[src/rtl/mem_responder_pkg.sv]
// Shared types and constants for the wait-state memory responder.
// Holds the FSM state encoding, data/counter widths and the counter preload helper.
package mem_responder_pkg;

    localparam int DATA_W = 32;
    localparam int CNT_W  = 4;

    typedef enum logic [1:0] {
        ST_IDLE    = 2'd0,
        ST_WAIT    = 2'd1,
        ST_RESPOND = 2'd2
    } state_e;

    // Counter preload on entry to WAIT; zero wait states never enter WAIT.
    function automatic logic [CNT_W-1:0] wait_load(input int unsigned w);
        if (w == 0) begin
            return '0;
        end
        return CNT_W'(w - 1);
    endfunction

endpackage

[src/rtl/mem_array.sv]
// Single-port word storage: synchronous write, registered read.
// Ports: clk, we/re strobes, word addr, wdata in, rdata (registered) out.
module mem_array
    import mem_responder_pkg::*;
#(
    parameter int DEPTH = 64,
    parameter int AW    = $clog2(DEPTH)
) (
    input  logic              clk,
    input  logic              we,
    input  logic              re,
    input  logic [AW-1:0]     addr,
    input  logic [DATA_W-1:0] wdata,
    output logic [DATA_W-1:0] rdata
);

    logic [DATA_W-1:0] mem_q [DEPTH];
    logic [DATA_W-1:0] rdata_q;

    // Storage is deliberately never reset or initialised.
    always_ff @(posedge clk) begin
        if (we) begin
            mem_q[addr] <= wdata;
        end
        if (re) begin
            rdata_q <= mem_q[addr];
        end
    end

    assign rdata = rdata_q;

endmodule

[src/rtl/mem_responder.sv]
// Memory slave with WAIT_CYCLES wait states and a one-cycle MemReady pulse.
// Ports: clk, Reset (sync, high), MemReq/MemWrite/Adr/WriteData in,
// ReadData/MemReady/MemErr out (data and error are zero unless MemReady).
module mem_responder
    import mem_responder_pkg::*;
#(
    parameter int DEPTH       = 64,
    parameter int WAIT_CYCLES = 2
) (
    input  logic              clk,
    input  logic              Reset,
    input  logic              MemReq,
    input  logic              MemWrite,
    input  logic [31:0]       Adr,
    input  logic [DATA_W-1:0] WriteData,
    output logic [DATA_W-1:0] ReadData,
    output logic              MemReady,
    output logic              MemErr
);

    localparam int              AW       = $clog2(DEPTH);
    localparam logic [CNT_W-1:0] CNT_LOAD = wait_load(WAIT_CYCLES);

    state_e            state_q, state_d;
    logic [CNT_W-1:0]  cnt_q, cnt_d;
    logic [31:2]       adr_q, adr_d;
    logic              wr_q, wr_d;
    logic [DATA_W-1:0] wdata_q, wdata_d;
    logic              ready_q, ready_d;
    logic              err_q, err_d;
    logic              rd_q, rd_d;

    logic              take;
    logic              go;
    logic [31:2]       cur_adr;
    logic              cur_wr;
    logic [DATA_W-1:0] cur_wdata;
    logic              oor;
    logic              mem_we;
    logic              mem_re;
    logic [DATA_W-1:0] mem_rdata;

    // With zero wait states the access is served on the accepting edge,
    // so the live inputs stand in for the not-yet-latched copies.
    assign take      = (state_q == ST_IDLE) && MemReq;
    assign cur_adr   = take ? Adr[31:2] : adr_q;
    assign cur_wr    = take ? MemWrite  : wr_q;
    assign cur_wdata = take ? WriteData : wdata_q;
    assign oor       = |cur_adr[31:AW+2];

    always_comb begin
        state_d = state_q;
        cnt_d   = cnt_q;
        adr_d   = adr_q;
        wr_d    = wr_q;
        wdata_d = wdata_q;
        go      = 1'b0;
        unique case (state_q)
            ST_IDLE: begin
                if (MemReq) begin
                    adr_d   = Adr[31:2];
                    wr_d    = MemWrite;
                    wdata_d = WriteData;
                    if (WAIT_CYCLES == 0) begin
                        state_d = ST_RESPOND;
                        go      = 1'b1;
                    end else begin
                        state_d = ST_WAIT;
                        cnt_d   = CNT_LOAD;
                    end
                end
            end
            ST_WAIT: begin
                if (cnt_q == '0) begin
                    state_d = ST_RESPOND;
                    go      = 1'b1;
                end else begin
                    cnt_d = cnt_q - 4'd1;
                end
            end
            ST_RESPOND: begin
                state_d = ST_IDLE;
            end
            default: begin
                state_d = ST_IDLE;
            end
        endcase
    end

    assign ready_d = go;
    assign err_d   = go & oor;
    assign rd_d    = go & ~oor & ~cur_wr;

    // Reset suppresses the storage access so an aborted write never lands.
    assign mem_we = go & ~oor & cur_wr & ~Reset;
    assign mem_re = go & ~oor & ~cur_wr & ~Reset;

    always_ff @(posedge clk) begin
        if (Reset) begin
            state_q <= ST_IDLE;
            cnt_q   <= '0;
            adr_q   <= '0;
            wr_q    <= 1'b0;
            wdata_q <= '0;
            ready_q <= 1'b0;
            err_q   <= 1'b0;
            rd_q    <= 1'b0;
        end else begin
            state_q <= state_d;
            cnt_q   <= cnt_d;
            adr_q   <= adr_d;
            wr_q    <= wr_d;
            wdata_q <= wdata_d;
            ready_q <= ready_d;
            err_q   <= err_d;
            rd_q    <= rd_d;
        end
    end

    mem_array #(
        .DEPTH (DEPTH),
        .AW    (AW)
    ) u_mem (
        .clk   (clk),
        .we    (mem_we),
        .re    (mem_re),
        .addr  (cur_adr[AW+1:2]),
        .wdata (cur_wdata),
        .rdata (mem_rdata)
    );

    assign ReadData = rd_q ? mem_rdata : '0;
    assign MemReady = ready_q;
    assign MemErr   = err_q;

endmodule

[config.mk]
export PLATFORM = sky130hd
export DESIGN_NAME = mem_responder
export DESIGN_NICKNAME = d
export VERILOG_FILES = /design/src/rtl/mem_responder_pkg.sv /design/src/rtl/mem_array.sv /design/src/rtl/mem_responder.sv
export SDC_FILE = /design/constraint.sdc
export NUM_CORES = 2
export LEC_CHECK = 0
export ABC_AREA = 0
export BUFFER_PORTS_ARGS = -buffer_cell sky130_fd_sc_hd__buf_2
export CORE_ASPECT_RATIO = 0.6
export CORE_UTILIZATION = 40
export DETAILED_ROUTE_END_ITERATION = 7
export MAX_ROUTING_LAYER = met4
export SYNTH_ARGS = -nofsm -noshare
export SYNTH_HDL_FRONTEND = slang
export SYNTH_SLANG_ARGS = --single-unit
[constraint.sdc]
create_clock -name clk -period 6.4 [get_ports clk]
set_input_delay 0.96 -clock clk [delete_from_list [all_inputs] [get_ports clk]]
set_output_delay 0.96 -clock clk [all_outputs]
set_load 0.02 [all_outputs]
==> results_dict.tcl <==
set metrics [dict create \
    status "finished, final reports clean" \
    path_class "flop to flop" \
    clock.fmax_mhz 201.3 \
    die_y_um 343.5 \
    netlist_area_sq_mm 0.07775 \
    htreeDepth 4 \
    grt_max_degree 85 \
    finalHoldViolCount 0 \
    clkTransAtPathRegs_ns 0.06 \
    num_rows 124 \
    yosysWarningCount 0 \
    clockBufferDepth 4 \
    start_util_pct 40.55 \
    synth_edf_count 2080 \
    syn_inst 4260 \
    vias_per_cell 6.043 \
    synthMuxAreaShare_pct 0.4973 \
    register_area_sq_mm 0.06390 \
    grt_pass1_vias 40670 \
    ir_drop_mv 0.2268 \
    synth_top_family_by_area "compound AO/OA/AOI/OAI gates" \
    cts_setup_buffers 0 \
    tightest_slew_ns 1.216 \
    min_path_type "input pin to flop" \
    gp_congestion 0.8588 \
    clock-sinks 2152 \
    cp_max_fo 29 \
    max_stage_delay_ns 0.82 \
    hpwl_um 128100 \
    core_area_sq_mm 0.1918 \
    ctsResizeCount 0 \
    drt_first_pass_iters 5 \
    pin_count 102 \
    synth-compound-area-share_pct 12.70 \
    synthDominantCellAreaShare_pct 80.33 \
    synth.largest_area_cell "edfxtp_1" \
    portBuffers 99 \
    netlist_top_cells_count "edfxtp_1, a22oi_1, a221oi_1, a22o_1, clkbuf_1" \
    avgSynthCellArea_sq_um 18.25 \
    numCtsBuffers 190 \
    leakagePower_nw 27.51 \
    ant_nets 0 \
    crit_chain "nor3b_4, buf_4, mux2i_1, nand4_1, nor4_1, nand4_1, nand2b_1, nor2_4, buf_4" \
    cts_tree "done" \
    drt_wl_total_um 223900 \
    crit_required_ns 6.85 \
    arrival_ns 5.42 \
    routedWlPerCell_um 31.05 \
    clock_skew_ns 0.07545 \
    drt_iter0_markers 5975 \
    grt.total_usage_pct 23.15 \
    synth.net_count 4329 \
    post_synth_fa_ha_maj_area_fraction_pct 0.01609 \
    grt_overflow 0 \
    final_util_pct 46.39 \
    vias 43560 \
    p_per_area_mw_per_mm2 325.5 \
    layout.nets 4553 \
    ys_async_sr_fraction_pct 0 \
    die_area_sq_mm 0.1962 \
    yosysSeqAreaShare_pct 82.19 \
    dieWidth_um 571.2 \
    antenna_found_initial 8 \
    insertion_delay_ns 0.87 \
    setup_tns_ns 0 \
    setup_violations 0 \
    drive_gt1_share_pct 14.58 \
    cp_slowest_cell "nand2b_1" \
    area_delta_synth_final_pct 14.42 \
    endpoint_kind "flop" \
    fin_crit_ns 4.968 \
    rsz0062_at_grt "no" \
    synthSimpleGateAreaFrac_pct 2.990 \
    ys_seq_elements 2152 \
    max-cap-violations 0 \
    slew_viol_final 0 \
    synth.most_common_cell "edfxtp_1" \
    drc 0 \
    hold_buffers 0 \
    grt_pass1_wl_um 312100 \
    root_buffer "clkbuf_16" \
    synthTopCellsByArea "edfxtp_1, a22oi_1, a221oi_1, a22o_1, dfxtp_1" \
    timing.final.crit_share_pct 77.63 \
    yosysUniqueCellTypes 37 \
    yosys_most_used_dff "edfxtp_1" \
    start_kind "flop" \
    multi_input_area_sq_mm 0.01331 \
    slew_headroom_pct 18.95 \
    synth_xor_area_share_pct 0.02253 \
    fillers 16200 \
]
-- power by group --
| group | switching [mW] | internal [mW] |
|---|---|---|
| Sequential | 0.0132 | 15.7 |
| Clock | 4.97 | 5.92 |
| Combinational | 1.74 | 0.581 |
-- state kept, by name, summed over array words and instances, names as in the netlist --
name and count:
u_mem.mem_q 2048, MemReady 1, u_mem.rdata 32, adr_q 30, state_q 2, wr_q 1
cnt_q 4, rd_q 1, wdata_q 32, MemErr 1
-- cell families after synthesis --
group | after synthesis
adder cells (fa/ha/maj) | 1
XOR/XNOR | 2
flip-flops | 2152
buffers and inverters | 299
AO/OA/AOI/OAI | 1288
multiplexers | 37
AND/OR/NAND/NOR | 481
-- routing by layer --
layer / GRT usage, % / part of all wire [%] / vias to the layer above
li1: - / - / 18280
met1: 34.78 / 45 / 22710
met2: 30.45 / 41 / 2313
met3: 7.154 / 12 / 260
met4: 5.001 / 2.0 / 0
met5: - / 0 / -
-- layout make-up --
type / instances / share of cell area, %
clock inverter: 84 / 0.6765
inverter: 3 / 0.01266
sequential: 2152 / 71.83
clock buffer: 248 / 5.731
tap: 2583 / 3.633
antenna: 2 / 0.005626
timing repair buffer: 328 / 3.151
multi-input combinational: 1809 / 14.96
-- critical path, delay by kind of cell, from the launching register on --
| kind | cells | cell delay, ns |
|---|---|---|
| buf+inv | 2 | 0.77 |
| simple gates | 6 | 3.16 |
| flops | 1 | 0.36 |
| mux | 1 | 0.26 |
-- final timing paths --
path / end / from / slack, ns / cells after the start
worst max-delay path: u_mem.mem_q[33][16] / state_q[0] / 1.43 / 9
worst min-delay path: adr_q[30] / Adr[30] / 0.41 / 3
worst max register to register: u_mem.mem_q[33][16] / state_q[0] / 1.43 / 9
worst min register to register: adr_q[30] / adr_q[30] / 0.49 / 2
-- stage by stage --
stage          power, mW  area (sq um)  hold WS (ns)  setup WS [ns]  instances
3_5_place_dp       18.34         83250        0.4796         0.6219       6875
3_3_place_gp       18.29         83250        0.4743         0.7058       6875
4_1_cts            29.06         88950        0.3581          1.312       7207
2_1_floorplan      17.21         77750        0.4555          1.294       4260
6_report           28.96         88960        0.4117          1.432       7209
5_1_grt            29.75         88960        0.4038          1.055       7208
-- cells in the final DEF, fill, tap and decap left out, types with 51 or more instances in the layout --
cell type / count
edfxtp_1: 2080
nand2_1: 74
nor2_1: 74
a22o_1: 256
buf_2: 99
clkbuf_16: 195
buf_4: 182
nand3_1: 88
a22oi_1: 510
dfxtp_1: 71
clkbuf_1: 51
a31oi_1: 170
nor2_4: 64
a21oi_1: 93
a221oi_1: 256
No activity file was read; power rests on OpenSTA's default activity.
